### src/rtl/nq_pkg.sv
// Shared types and defaults for the instruction fetch stage.
// Latency: n/a (declarations only).
// Backpressure: n/a.
package nq_pkg;

  localparam int INSTR_W = 16;
  localparam int PC_W    = 16;

  localparam int              PC_STEP_DEF  = 2;
  localparam logic [PC_W-1:0] RESET_PC_DEF = 16'h0000;

  typedef enum logic [1:0] {
    FS_IDLE = 2'd0,
    FS_REQ  = 2'd1,
    FS_HOLD = 2'd2
  } fetch_state_e;

endpackage

### src/rtl/fetch_stage_if.sv
// Bundle of imem request/response, branch redirect, stall and fetch output signals.
// Latency: n/a (wires only).
// Backpressure: stall from downstream; imem_ready from memory.
interface fetch_stage_if;
  import nq_pkg::*;

  logic               imem_req;
  logic [PC_W-1:0]    imem_addr;
  logic               imem_ready;
  logic [INSTR_W-1:0] imem_data;
  logic               br_taken;
  logic [PC_W-1:0]    br_target;
  logic               stall;
  logic               if_valid;
  logic [INSTR_W-1:0] if_instr;
  logic [PC_W-1:0]    PC_n;

  // Fetch-stage side
  modport master (
    output imem_req, imem_addr, if_valid, if_instr, PC_n,
    input  imem_ready, imem_data, br_taken, br_target, stall
  );

  // Environment side: memory, branch unit and downstream stage
  modport slave (
    input  imem_req, imem_addr, if_valid, if_instr, PC_n,
    output imem_ready, imem_data, br_taken, br_target, stall
  );

endinterface

### src/rtl/fetch_stage_sat_counter.sv
// Saturating event counter used for fetch performance statistics (built only with FETCH_PERF_CNT_EN).
// Latency: count visible one cycle after the increment cycle.
// Backpressure: none; sticks at all-ones instead of wrapping.
`ifdef FETCH_PERF_CNT_EN
module sat_counter #(
  parameter int W = 16
) (
  input  logic         clk,
  input  logic         rst,
  input  logic         inc_i,
  output logic [W-1:0] cnt_o
);

  logic [W-1:0] cnt_q, cnt_d;

  // Increment unless already saturated
  always_comb begin
    cnt_d = cnt_q;
    if (inc_i && (cnt_q != {W{1'b1}})) begin
      cnt_d = cnt_q + W'(1);
    end
  end

  // Counter register, cleared by reset
  always_ff @(posedge clk) begin
    if (rst) cnt_q <= '0;
    else     cnt_q <= cnt_d;
  end

  assign cnt_o = cnt_q;

endmodule
`endif

### src/rtl/fetch_stage.sv
// Instruction fetch stage: PC register, imem request, registered instruction/next-PC output.
// Latency: 1 cycle from accepted imem request (imem_req && imem_ready) to if_valid.
// Backpressure: stall with a valid output holds everything and parks in HOLD; one bubble on release.
// Optional macro FETCH_PERF_CNT_EN adds saturating fetch_cnt/stall_cnt outputs.
module fetch_stage
  import nq_pkg::*;
#(
  parameter logic [PC_W-1:0] RESET_PC = RESET_PC_DEF,
  parameter int              PC_STEP  = PC_STEP_DEF
) (
  input  logic          clk,
  input  logic          rst,
  fetch_stage_if.master fe
`ifdef FETCH_PERF_CNT_EN
  ,
  output logic [15:0]   fetch_cnt,
  output logic [15:0]   stall_cnt
`endif
);

  fetch_state_e       state_q, state_d;
  logic [PC_W-1:0]    pc_q, pc_d;
  logic [PC_W-1:0]    pc_n_q, pc_n_d;
  logic [INSTR_W-1:0] instr_q, instr_d;
  logic               valid_q, valid_d;
  logic [PC_W-1:0]    pc_inc;
  logic               hold_out;
  logic               req;
  logic               accept;

  // Modulo-2^16 increment falls out of the fixed-width add
  assign pc_inc   = pc_q + PC_W'(PC_STEP);
  // Downstream refuses the instruction we are presenting
  assign hold_out = valid_q && fe.stall;
  assign accept   = req && fe.imem_ready;

  // State register
  always_ff @(posedge clk) begin
    if (rst) state_q <= FS_IDLE;
    else     state_q <= state_d;
  end

  // Next state: a taken branch always redirects into REQ, even from IDLE or HOLD
  always_comb begin
    state_d = state_q;
    if (fe.br_taken) begin
      state_d = FS_REQ;
    end else begin
      case (state_q)
        FS_IDLE: state_d = FS_REQ;
        FS_REQ:  if (hold_out) state_d = FS_HOLD;
        FS_HOLD: if (!fe.stall) state_d = FS_REQ;
        default: state_d = FS_IDLE;
      endcase
    end
  end

  // Request only in REQ, never while stalled on a valid output, redirecting or in reset
  always_comb begin
    req = (state_q == FS_REQ) && !hold_out && !fe.br_taken && !rst;
  end

  // Datapath next-state: branch beats stall beats fetch
  always_comb begin
    pc_d    = pc_q;
    pc_n_d  = pc_n_q;
    instr_d = instr_q;
    valid_d = valid_q;
    if (fe.br_taken) begin
      pc_d    = {fe.br_target[PC_W-1:1], 1'b0};
      valid_d = 1'b0;
    end else if (accept) begin
      instr_d = fe.imem_data;
      pc_n_d  = pc_inc;
      pc_d    = pc_inc;
      valid_d = 1'b1;
    end else if (!hold_out) begin
      // Output consumed (or nothing was there) and no new fetch landed
      valid_d = 1'b0;
    end
  end

  // Datapath registers
  always_ff @(posedge clk) begin
    if (rst) begin
      pc_q    <= RESET_PC;
      pc_n_q  <= '0;
      instr_q <= '0;
      valid_q <= 1'b0;
    end else begin
      pc_q    <= pc_d;
      pc_n_q  <= pc_n_d;
      instr_q <= instr_d;
      valid_q <= valid_d;
    end
  end

  assign fe.imem_req  = req;
  assign fe.imem_addr = pc_q;
  assign fe.if_valid  = valid_q;
  assign fe.if_instr  = instr_q;
  assign fe.PC_n      = pc_n_q;

`ifdef FETCH_PERF_CNT_EN
  // Accepted fetches are never flushed: a branch suppresses the request in the same cycle
  sat_counter #(.W(16)) u_fetch_cnt (
    .clk   (clk),
    .rst   (rst),
    .inc_i (accept),
    .cnt_o (fetch_cnt)
  );

  sat_counter #(.W(16)) u_stall_cnt (
    .clk   (clk),
    .rst   (rst),
    .inc_i (hold_out),
    .cnt_o (stall_cnt)
  );
`endif

endmodule

### src/flat_wrapper.sv
// flat-port wrapper written by rule: the top's interface ports become plain ports
module fetch_stage_flat import nq_pkg::*;
#(
  parameter logic [PC_W-1:0] RESET_PC = RESET_PC_DEF,
  parameter int              PC_STEP  = PC_STEP_DEF
)
  (clk, rst, fe_imem_req, fe_imem_addr, fe_if_valid, fe_if_instr, fe_PC_n, fe_imem_ready, fe_imem_data, fe_br_taken, fe_br_target, fe_stall);
  fetch_stage_if fe_i ();
  input  logic clk;
  input  logic rst;
  output wire logic [$bits(fe_i.imem_req)-1:0] fe_imem_req;
  output wire logic [$bits(fe_i.imem_addr)-1:0] fe_imem_addr;
  output wire logic [$bits(fe_i.if_valid)-1:0] fe_if_valid;
  output wire logic [$bits(fe_i.if_instr)-1:0] fe_if_instr;
  output wire logic [$bits(fe_i.PC_n)-1:0] fe_PC_n;
  input wire logic [$bits(fe_i.imem_ready)-1:0] fe_imem_ready;
  input wire logic [$bits(fe_i.imem_data)-1:0] fe_imem_data;
  input wire logic [$bits(fe_i.br_taken)-1:0] fe_br_taken;
  input wire logic [$bits(fe_i.br_target)-1:0] fe_br_target;
  input wire logic [$bits(fe_i.stall)-1:0] fe_stall;
  assign fe_imem_req = fe_i.imem_req;
  assign fe_imem_addr = fe_i.imem_addr;
  assign fe_if_valid = fe_i.if_valid;
  assign fe_if_instr = fe_i.if_instr;
  assign fe_PC_n = fe_i.PC_n;
  assign fe_i.imem_ready = fe_imem_ready;
  assign fe_i.imem_data = fe_imem_data;
  assign fe_i.br_taken = fe_br_taken;
  assign fe_i.br_target = fe_br_target;
  assign fe_i.stall = fe_stall;
  fetch_stage #(.RESET_PC(RESET_PC), .PC_STEP(PC_STEP)) u_core (.clk(clk), .rst(rst), .fe(fe_i));
endmodule
### config.mk
export PLATFORM = sky130hd
export DESIGN_NAME = fetch_stage_flat
export DESIGN_NICKNAME = d
export VERILOG_FILES = /design/src/rtl/nq_pkg.sv /design/src/rtl/fetch_stage_if.sv /design/src/rtl/fetch_stage_sat_counter.sv /design/src/rtl/fetch_stage.sv /design/src/flat_wrapper.sv
export SDC_FILE = /design/constraint.sdc
export NUM_CORES = 1
export LEC_CHECK = 0
export BUFFER_PORTS_ARGS = -buffer_cell sky130_fd_sc_hd__buf_4
export CORE_UTILIZATION = 48
export DETAILED_ROUTE_END_ITERATION = 10
export PLACE_DENSITY = 0.8
export SLEW_MARGIN = 5
export SYNTH_ARGS = -nofsm -noshare
export SYNTH_HDL_FRONTEND = slang
export SYNTH_SLANG_ARGS = --single-unit
### constraint.sdc
create_clock -name clk -period 2.5 [get_ports clk]
set_input_delay 0.5 -clock clk [delete_from_list [all_inputs] [get_ports clk]]
set_output_delay 0.5 -clock clk [all_outputs]
set_load 0.1 [all_outputs]
==> flow_summary.toml <==
[clock_tree]
cts_buffers = 5
cts_root_buffer = "clkbuf_8"
cts.repair.resized = 0
ctsHoldBuffers = 0
cts_buffer_depth = 2
cts_tree = "done"
path_clk_slew_ps = 90
clk_latency_ps = 300
cts_setup_buffers = 0
cts_htree_levels = 2
cts_sinks = 49

[detailed_routing]
firstDrtPassIters = 4
topRoutingLayerUsed = "met4"
antenna_left = 0
wl_met2_mm = 2.53
met3_length_um = 501
m1WireLength_mm = 2.43
drc = 0
finalWirelength_mm = 5.50
drt-initial-drc-count = 123
viasPerCell = 5.38
vias = 2119
wl_per_cell_um = 13.9

[critical_path]
path_class = "reg -> out"
path_delay_family = "simple AND/OR/NAND/NOR gates"
critPathLaunchType = "register"
r2r-end = "u_core.fe.imem_addr[15]$_SDFFE_PP0P_"
crit_buf_inv = 1
crit_chain = "or4b_4 -> a21oi_4 -> buf_4"
crit_arrival_ps = 1670
ff2ff_setup_slack_ps = 480
critical_path_peak_fanout = 7
r2r_cells = 5
crit_slowest_cell = "or4b_4"
slowest_delay_ps = 610
worst_setup_path_end_kind = "primary output"
timing.rr.start = "u_core.fe.imem_addr[1]$_SDFFE_PP0P_"
worstPathRequired_ps = 2000

[pwr]
leakagePower_nw = 1.17
vdd_ir_drop_max_mv = 0.397
power_density_mw_per_mm2 = 590
power_mw = 1.70

[yosys]
synth-edff-count = 0
synthesis.area_sq_mm = 0.00216
synth_top_area_cell = "dfxtp_1"
yosys-top-cells-area = "dfxtp_1 45%, nand2_1 10%, a21oi_1 7.2%"
yosysMostFrequentCell = "nand2_1"
async_reset_ff_share_pct = 0
ys_seq_elements = 49
synth-seq-area-share_pct = 45.5
synth_cells = 265
netlist.area_leader.share_pct = 45.5
yosys.cell_types.count = 38
synthFlopType = "dfxtp_1"
syn_avg_cell_area_sq_um = 8.14
synth_warnings = 0
synth.top_cells.by_count = "58 x nand2_1, 49 x dfxtp_1, 31 x a21oi_1"

[place]
gp_congestion = 0.775
dp_cells = 386
dp.final_hpwl_mm = 3.84
pre_cts_ws_ps = 302
io_buffers = 83

[floorplanning]
dieHeight_um = 69.0
die_w_um = 69.0
ioPinCount = 87
initial_core_util_pct = 49.9
core_sq_mm = 0.00432
placementRows = 24
die_area_sq_mm = 0.00477

[worst_hold_path]
holdPathEnd = "u_core.fe.if_instr[0]$_SDFFE_PP0P_"
min_path_type = "in -> reg"
min_from = "fe_imem_data[0]"
holdPathStages = 3

[run]
maxCapViolCount = 0

[global_route]
antenna_found_initial = 0
grt_pass1_vias = 1990
grt_max_degree = 44
grt_pass1_wl_mm = 8.92
grt_use_total_pct = 22.6
overflow = 0

[finish]
antenna_cells = 0
fin_cells = 394
nets = 379
drive_gt1_share_pct = 30.1
syn_to_final_growth_pct = 33.9

[sta]
rsz0062_at_grt = "no"
fin_crit_sh_pct = 87.0
hold_viol = 0
fin_crit_ps = 2170
fmax_ghz = 0.460
fin_worst_skew_ps = 6.38
slew_viol_final = 0
layout_setup_ws_ps = 325
setup_viol = 0
finalSetupTns_ps = 0

[run_status]
status = "finished clean"
[how the worst max path moves through the flow]
stage                                        start                                   end  slack [ps]  cells after the start
6_report            u_core.state_q[1]$_SDFFE_PP0P_                           fe_imem_req         330                      3
2_1_floorplan  u_core.fe.imem_addr[2]$_SDFFE_PP0P_   u_core.fe.imem_addr[9]$_SDFFE_PP0P_          60                      5
3_5_place_dp                           fe_br_taken  u_core.fe.imem_addr[13]$_SDFFE_PP0P_         300                      6
3_3_place_gp                           fe_br_taken  u_core.fe.imem_addr[13]$_SDFFE_PP0P_         310                      6
5_1_grt             u_core.state_q[1]$_SDFFE_PP0P_                           fe_imem_req         290                      3
4_1_cts             u_core.state_q[1]$_SDFFE_PP0P_                           fe_imem_req         320                      3
[cells by family after synthesis]
family	share of synthesized area (%)
simple gates	22.1
flops	45.5
xor+xnor	4.47
compound gates	20.0
fa+ha+maj	0.580
other cells	0.174
mux	0.464
buf+inv	6.79
[state kept, by name, indices dropped and copies added (netlist names)]
| name | cells |
|---|---|
| u_core.fe.imem_addr | 15 |
| u_core.fe.PC_n | 15 |
| u_core.fe.if_instr | 16 |
| u_core.state_q | 2 |
| u_core.fe.if_valid | 1 |
[per-stage QoR]
step	hold WS, ps	util (%)	instance area (sq um)
floorplan	525	-	2170
global placement	442	64.9	2810
detailed placement	450	64.9	2810
CTS	438	66.8	2890
global route	424	66.8	2890
finish	443	66.8	2890
[cell usage in the layout, fill, tap and decap left out, types with 6 or more instances in the layout]
cell type  synthesis  final
buf_4              2     90
nand2_1           58     58
dfxtp_1           49     49
a21oi_1           31     30
nand3_1           12     12
nor2_1             9      9
o21ai_0            9      9
xnor2_1            8      8
a211oi_1           7      7
a31oi_1            7      7
nand4_1            6      6
[layer usage]
| layer | global-route usage (%) | vias to the layer above |
|---|---|---|
| met5 | 0 | - |
| met4 | 4.76 | 0 |
| met3 | 8.33 | 4 |
| met2 | 37.6 | 86 |
| met1 | 28.0 | 953 |
| li1 | - | 1076 |
[where the power goes]
part	internal [mW]	switching, mW
Clock	0.194	0.249
Combinational	0.112	0.303
Sequential	0.809	0.0362
[cell type report]
class | instances | area (sq um)
Timing Repair Buffer | 91 | 696
Tap cell | 52 | 65.1
Clock buffer | 6 | 72.6
Multi-Input combinational cell | 189 | 1040
Inverter | 5 | 18.8
Fill cell | 384 | 1440
Clock inverter | 2 | 10.0
Sequential cell | 49 | 981
[worst reg2reg max path: stages, from the launching register on]
cell	delay, ps
dfxtp_1	520
ha_1	360
nand4_1	250
nor4_1	430
xnor2_1	190
o221ai_1	140
Power figures use the tool's default switching activity.
